### config.mk
export PLATFORM = sky130hd
export DESIGN_NAME = fpu_div
export DESIGN_NICKNAME = d
export VERILOG_FILES = /design/src/rtl/fpu_div.sv
export SDC_FILE = /design/constraint.sdc
export NUM_CORES = 1
export LEC_CHECK = 0
export ABC_CLOCK_PERIOD_IN_PS = 9000
export CAP_MARGIN = 20
export CORE_MARGIN = 2
export CORE_UTILIZATION = 30
export DETAILED_ROUTE_END_ITERATION = 12
export GPL_ROUTABILITY_DRIVEN = 0
export SETUP_SLACK_MARGIN = 0.05
export SYNTH_ARGS = -nofsm -noshare
export SYNTH_HDL_FRONTEND = slang
export SYNTH_SLANG_ARGS = --single-unit
### constraint.sdc
create_clock -name clk -period 9 [get_ports clk]
set_input_delay 1.8 -clock clk [delete_from_list [all_inputs] [get_ports clk]]
set_output_delay 1.8 -clock clk [all_outputs]
set_load 0.02 [all_outputs]
### src/rtl/fpu_div.sv
// -----------------------------------------------------------------------------
// fpu_div -- multi-cycle floating-point divider (restoring algorithm).
//
// Number format: sign (1 = positive, 0 = negative), 7-bit two's-complement
// exponent, 15-bit normalized mantissa (bit 14 = 1, value m / 2^14).
// Exponent -64 encodes zero and +63 encodes infinity; both special results
// carry mantissa 15'h4000.
//
// Every operation takes the same time: idle is low for exactly 18 cycles
// (PREP, 15 x ITER, EXP, FIN) after the edge that samples div in IDLE.
//
// Ports
//   clk                         rising-edge clock
//   reset                       synchronous, active-high reset
//   div                         start request, sampled only in IDLE
//   reg1_s / reg1_e / reg1_m    dividend sign / exponent / mantissa
//   reg2_s / reg2_e / reg2_m    divisor  sign / exponent / mantissa
//   res_s / res_e / res_m       registered quotient, updated only in FIN
//   zero_flag, overflow_flag,
//   underflow_flag,
//   div_zero_flag, invalid_flag registered status, updated only in FIN
//   idle                        high only while in IDLE
// -----------------------------------------------------------------------------
module fpu_div (
  input  logic        clk,
  input  logic        reset,
  input  logic        div,
  input  logic        reg1_s,
  input  logic [6:0]  reg1_e,
  input  logic [14:0] reg1_m,
  input  logic        reg2_s,
  input  logic [6:0]  reg2_e,
  input  logic [14:0] reg2_m,
  output logic        res_s,
  output logic [6:0]  res_e,
  output logic [14:0] res_m,
  output logic        zero_flag,
  output logic        overflow_flag,
  output logic        underflow_flag,
  output logic        div_zero_flag,
  output logic        invalid_flag,
  output logic        idle
);

  // ---------------------------------------------------------------------------
  // Constants
  // ---------------------------------------------------------------------------
  localparam logic [2:0] S_IDLE = 3'd0;
  localparam logic [2:0] S_PREP = 3'd1;
  localparam logic [2:0] S_ITER = 3'd2;
  localparam logic [2:0] S_EXP  = 3'd3;
  localparam logic [2:0] S_FIN  = 3'd4;

  localparam logic [6:0]  EXP_ZERO     = 7'b1000000;
  localparam logic [6:0]  EXP_INF      = 7'b0111111;
  localparam logic [14:0] MANT_SPECIAL = 15'h4000;
  localparam logic [3:0]  LAST_STEP    = 4'd14;

  typedef struct packed {
    logic zero;
    logic overflow;
    logic underflow;
    logic div_zero;
    logic invalid;
  } flags_t;

  // ---------------------------------------------------------------------------
  // State
  // ---------------------------------------------------------------------------
  logic [2:0]        state;
  logic [3:0]        step_cnt;

  // Latched operands (captured once per operation, in IDLE)
  logic              a_s, b_s;
  logic [6:0]        a_e, b_e;
  logic [14:0]       a_m, b_m;

  // Working datapath
  logic              sign_r;
  logic signed [8:0] exp_r;
  logic [16:0]       rem_r;
  logic [14:0]       quo_r;

  // Classified result waiting for FIN
  logic [6:0]        stage_e;
  logic [14:0]       stage_m;
  flags_t            stage_flags;
  flags_t            out_flags;

  assign idle = (state == S_IDLE);

  // ---------------------------------------------------------------------------
  // Restoring-division step: remainder minus divisor through a 17-bit adder
  // with the divisor inverted and carry-in 1. A carry out of bit 16 means the
  // subtraction did not borrow, i.e. remainder >= divisor.
  // ---------------------------------------------------------------------------
  logic [17:0] step_sum;
  logic        step_ge;
  logic [16:0] step_rem;
  logic [16:0] step_rem_shl;

  assign step_sum     = {1'b0, rem_r} + {1'b0, ~{2'b00, b_m}} + 18'd1;
  assign step_ge      = step_sum[17];
  assign step_rem     = step_ge ? step_sum[16:0] : rem_r;
  assign step_rem_shl = step_rem << 1;

  // ---------------------------------------------------------------------------
  // Preparation: pre-shift the dividend when m1 < m2 so the first quotient
  // bit is always 1, and compensate in the exponent.
  // ---------------------------------------------------------------------------
  logic              prep_lt;
  logic signed [8:0] prep_exp;

  assign prep_lt  = (a_m < b_m);
  assign prep_exp = $signed({{2{a_e[6]}}, a_e}) - $signed({{2{b_e[6]}}, b_e})
                    - $signed({8'd0, prep_lt});

  // ---------------------------------------------------------------------------
  // Result classification (consumed in EXP); special operands win over the
  // computed exponent, in strict priority order.
  // ---------------------------------------------------------------------------
  logic        a_zero, a_inf, b_zero, b_inf;
  logic [6:0]  cls_e;
  logic [14:0] cls_m;
  flags_t      cls_flags;

  assign a_zero = (a_e == EXP_ZERO);
  assign a_inf  = (a_e == EXP_INF);
  assign b_zero = (b_e == EXP_ZERO);
  assign b_inf  = (b_e == EXP_INF);

  // NOTE: every output of a combinational block gets a default before any
  // branch, so no path leaves a value unassigned and no latch is inferred.
  always_comb begin
    cls_e     = exp_r[6:0];
    cls_m     = quo_r;
    cls_flags = '0;
    if (a_zero && b_zero) begin
      cls_flags.invalid = 1'b1;
      cls_e             = EXP_ZERO;
      cls_m             = MANT_SPECIAL;
    end else if (a_inf && b_inf) begin
      cls_flags.invalid = 1'b1;
      cls_e             = EXP_INF;
      cls_m             = MANT_SPECIAL;
    end else if (b_zero) begin
      cls_flags.div_zero = 1'b1;
      cls_e              = EXP_INF;
      cls_m              = MANT_SPECIAL;
    end else if (a_inf) begin
      cls_e = EXP_INF;
      cls_m = MANT_SPECIAL;
    end else if (a_zero || b_inf) begin
      cls_flags.zero = 1'b1;
      cls_e          = EXP_ZERO;
      cls_m          = MANT_SPECIAL;
    end else if (exp_r > 9'sd62) begin
      cls_flags.overflow = 1'b1;
      cls_e              = EXP_INF;
      cls_m              = MANT_SPECIAL;
    end else if (exp_r < -9'sd63) begin
      cls_flags.underflow = 1'b1;
      cls_flags.zero      = 1'b1;
      cls_e               = EXP_ZERO;
      cls_m               = MANT_SPECIAL;
    end
  end

  // ---------------------------------------------------------------------------
  // Control FSM. Reset wins over div; an operation in flight is simply
  // abandoned because outputs only move in FIN.
  // ---------------------------------------------------------------------------
  // NOTE: clocked state uses non-blocking assignments so every register
  // samples pre-edge values, independent of statement order.
  always_ff @(posedge clk) begin
    if (reset) begin
      state    <= S_IDLE;
      step_cnt <= '0;
    end else begin
      case (state)
        S_IDLE: if (div) state <= S_PREP;
        S_PREP: begin
          state    <= S_ITER;
          step_cnt <= '0;
        end
        S_ITER: begin
          step_cnt <= step_cnt + 4'd1;
          if (step_cnt == LAST_STEP) state <= S_EXP;
        end
        S_EXP:   state <= S_FIN;
        S_FIN:   state <= S_IDLE;
        default: state <= S_IDLE;
      endcase
    end
  end

  // ---------------------------------------------------------------------------
  // Datapath.
  // ---------------------------------------------------------------------------
  // NOTE: these registers are deliberately not reset: each is fully written
  // in IDLE/PREP before it is read, and nothing reaches the outputs until FIN.
  always_ff @(posedge clk) begin
    case (state)
      S_IDLE: begin
        if (div) begin
          a_s <= reg1_s;
          a_e <= reg1_e;
          a_m <= reg1_m;
          b_s <= reg2_s;
          b_e <= reg2_e;
          b_m <= reg2_m;
        end
      end
      S_PREP: begin
        sign_r <= (a_s == b_s);
        exp_r  <= prep_exp;
        rem_r  <= prep_lt ? {1'b0, a_m, 1'b0} : {2'b00, a_m};
        quo_r  <= '0;
      end
      S_ITER: begin
        rem_r <= step_rem_shl;
        // Quotient bits enter at the LSB; after 15 steps the first one sits
        // in bit 14.
        quo_r <= {quo_r[13:0], step_ge};
      end
      default: ;
    endcase
  end

  // ---------------------------------------------------------------------------
  // Result staging and output registers. Pending flags are cleared in PREP
  // and loaded in EXP; the visible outputs only change together in FIN and
  // hold until the next FIN.
  // ---------------------------------------------------------------------------
  always_ff @(posedge clk) begin
    if (reset) begin
      stage_e     <= '0;
      stage_m     <= '0;
      stage_flags <= '0;
      res_s       <= 1'b0;
      res_e       <= '0;
      res_m       <= '0;
      out_flags   <= '0;
    end else begin
      case (state)
        S_PREP: stage_flags <= '0;
        S_EXP: begin
          stage_e     <= cls_e;
          stage_m     <= cls_m;
          stage_flags <= cls_flags;
        end
        S_FIN: begin
          res_s     <= sign_r;
          res_e     <= stage_e;
          res_m     <= stage_m;
          out_flags <= stage_flags;
        end
        default: ;
      endcase
    end
  end

  assign zero_flag      = out_flags.zero;
  assign overflow_flag  = out_flags.overflow;
  assign underflow_flag = out_flags.underflow;
  assign div_zero_flag  = out_flags.div_zero;
  assign invalid_flag   = out_flags.invalid;

endmodule

==> results.md <==
* Clk_lat worst skew at 0.43 ns
* Worst R2R Setup Slack at approximately 5.3 ns
* Worst-path clk slew at ~0.07 ns
* Initial Util at 0.304
* Area of the multi-input gates at 3190 µm²
* Vias in the first global route at just under 5000
* Place WS at 5.25 ns
* Peak VDD IR at between 0.0001 and 0.00015 V
* # diodes at 0
* Critical Path End Type: flip-flop
* Max-slew violations at 0
* PD cells at 209 nW/µm²
* HPWL after DPL at approximately 11000 µm
* CP arrival at ~4 ns
* H-tree depth at 4
* Vias post-DR at 5177
* Die area at roughly 26000 µm²
* Share of layout cells above drive strength 1 at 0.0735
* Syn_nets at about 780
* Antenna violations before repair at 0
* Worst path required time at 9.17 ns
* Cell Rows at 57
* Clock share of power at 0.391
* Worst setup SP type: flip-flop
* Grt total ovfl at 0
* Synth cell types at 67
* Final setup viols at 0
* Total Wirelength at between 15000 and 20000 µm
* Relative slew slack at 0.318
* EDFF count, synth at 88
* Wire length per cell at approximately 14 µm
* Main synth FF type: edfxtp_1
* Sequential power share at 0.428
* Via-to-Cell Ratio at about 4.7
* Sw Ratio at 0.283
* Endpoints failing hold at 0
* Die W at 160 µm
* Minimum clock period at between 3 and 4 ns
* Number of fill cells at 2394
* Highest Clock Rate at 268 MHz
* Status: complete, no violations
* Crit Path Max Fanout at 3
* Warnings from Yosys at 0
* Area growth from synthesis to layout at 24.1%
* Synth Instances at just under 700
* Net switching power at 0.539 mW
* Setup total negative slack at 0 ns
* Syn Std Cell Area at 7340 µm²
* Global-route wire length before repair at approximately 25000 µm
* Drt first pass iters at 4
* Hold Buf Count CTS at 0
* Actual slew at the worst max-slew pin at 1.02 ns
* Iter 0 DRT Violations at 354
* Reg2reg end: exp_r[6]$_DFFE_PP_
* GRT Overall Usage at 0.124
* Ys async rst share at 0
* Nets at 859
* CTS tree: yes
* CTS max path bufs at 2
* Post-Syn Area per Cell at 10.7 µm²
* CTS buffer count at 17
* Worst Hold Depth at 2
* Post-DRT Antenna Nets at 0
* Core ar. at between 20000 and 25000 µm²
* Max-cap viol count at 0
* Period utilization at 0.414
* Hold-critical path endpoint: res_e[1]$_SDFFE_PP0N_
* Synth Register Bits at 150
* Leakage at 3.45 nW
* # IOs at 78
* Largest net degree at the start of global routing at 63
* Die H at 160 µm
* R2R cell count at 14
* Critical path class: reg -> reg
* Port bufs at 77
* Register area share after synthesis at 0.529
* Unrepaired setup endpoints after global routing: no
* Post-CTS resize count at 0
* # DRC at 0
* Root Buffer: clkbuf_16
* PnR worst setup slack at 5.27 ns
* Logic pwr share at 0.181
* R2R Path Start: a_m[2]$_DFFE_PP_
* Post-CTS Repair Setup Buffers at 0
* FF/Latch Area at 3880 µm²
* Worst hold path startpoint: stage_e[1]$_SDFFE_PP0P_
* TritonCTS sink count at 150
* Clk_skew at around 0.0096 ns
* P_int at 1.37 mW
* Worst Hold Class: reg -> reg
[synthesized netlist by cell type, types with 10 or more instances]
cell type  count  share of area
ha_1          44          0.075
o21ai_0       19          0.013
a22oi_1       17          0.017
nor3_1        13         0.0089
mux2i_1       29          0.040
nor2_1        49          0.025
a21o_1        13          0.013
nand2_1       75          0.038
dfxtp_1       62           0.17
clkbuf_1      23          0.012
and2_1        21          0.018
edfxtp_1      88           0.36
inv_1         42          0.021
nand4_1       10         0.0085
a21oi_1       59          0.040
[layer usage]
| metal | vias up | global-route usage | routed length, µm |
|---|---|---|---|
| li1 | 2654 | - | - |
| met1 | 2415 | 0.167 | 7720 |
| met2 | 96 | 0.198 | 7010 |
| met3 | 12 | 0.0313 | 556 |
| met4 | 0 | 0.0332 | 163 |
| met5 | - | 0 | 0 |
[worst max-delay path, cell delays in order (launching register included)]
cell and delay (ns):
edfxtp_1 0.42, ha_1 0.33, a21o_1 0.18, a31oi_1 0.16
o21ai_0 0.18, a311oi_2 0.33, inv_1 0.11, fa_1 0.43
fa_1 0.41, nand2b_1 0.15, a21oi_1 0.23, nor2b_1 0.07
o21ai_0 0.22, nand2_1 0.10, xor2_1 0.15
[registers in the layout, indices dropped and copies added, names as in the netlist]
register        count
rem_r              17
a_m                15
b_m                15
quo_r              15
res_m              15
stage_m            15
exp_r               9
a_e                 7
b_e                 7
res_e               7
stage_e             7
stage_flags         5
step_cnt            4
state               3
a_s                 1
b_s                 1
div_zero_flag       1
invalid_flag        1
overflow_flag       1
res_s               1
sign_r              1
underflow_flag      1
zero_flag           1
[cell type report]
type	instances	area share
multi-input cells	467	0.350
inverters	43	0.0177
clock inverters	11	0.0128
clock buffers	21	0.0564
flip-flops and latches	150	0.426
repair buffers	84	0.0925
well taps	324	0.0445
[per-stage QoR]
stage / hold slack [ns] / cell area (µm²) / utilization / cells / total power [mW]
final: 0.450 / 9110 / 0.377 / 1100 / 1.91
after detailed placement: 0.446 / 8440 / 0.349 / 1066 / 1.18
after CTS: 0.456 / 9070 / 0.375 / 1098 / 1.93
after global routing: 0.470 / 9110 / 0.377 / 1100 / 2.00
after global placement: 0.442 / 8440 / 0.349 / 1066 / 1.17
after floorplan: 0.432 / 7340 / - / 688 / 1.08
[power by group through the flow]
stage                     clock, mW  sequential, mW  combinational (mW)
final                         0.745           0.816               0.346
after global routing          0.792           0.823               0.388
after CTS                     0.762           0.818               0.345
after detailed placement          0           0.833               0.344
after global placement            0           0.831               0.339
after floorplan                   0           0.823               0.256
[worst max-delay path by stage]
stage / to / from / slack [ns] / cells past startpoint
5_1_grt: exp_r[6]$_DFFE_PP_ / a_m[2]$_DFFE_PP_ / 5.06 / 14
3_3_place_gp: a_m[2]$_DFFE_PP_ / div / 5.32 / 2
6_report: exp_r[6]$_DFFE_PP_ / a_m[2]$_DFFE_PP_ / 5.27 / 14
4_1_cts: exp_r[6]$_DFFE_PP_ / a_m[2]$_DFFE_PP_ / 5.23 / 14
2_1_floorplan: exp_r[6]$_DFFE_PP_ / a_m[2]$_DFFE_PP_ / 5.09 / 15
3_5_place_dp: exp_r[6]$_DFFE_PP_ / a_m[2]$_DFFE_PP_ / 5.25 / 14
[placed cells by master (no fill, tap or decap), types with 10 or more instances in the layout]
cell type	instances
a21o_1	13
a21oi_1	59
a22oi_1	17
and2_1	20
clkbuf_16	20
clkdlybuf4s50_1	76
dfxtp_1	62
edfxtp_1	88
ha_1	44
inv_1	42
mux2i_1	29
nand2_1	75
nand4_1	10
nor2_1	49
nor3_1	12
o21ai_0	19
[cell families after synthesis]
kind of cell / Yosys count / share of synthesized area
and+or+nand+nor: 217 / 0.143
xor gates and xnor gates: 15 / 0.0179
buffers and inverters: 71 / 0.0378
adders and majority gates: 47 / 0.0831
AOI/OAI and AO/OA: 155 / 0.141
DFF: 150 / 0.529
muxes: 33 / 0.0477
No activity file was read; power rests on OpenSTA's default activity.
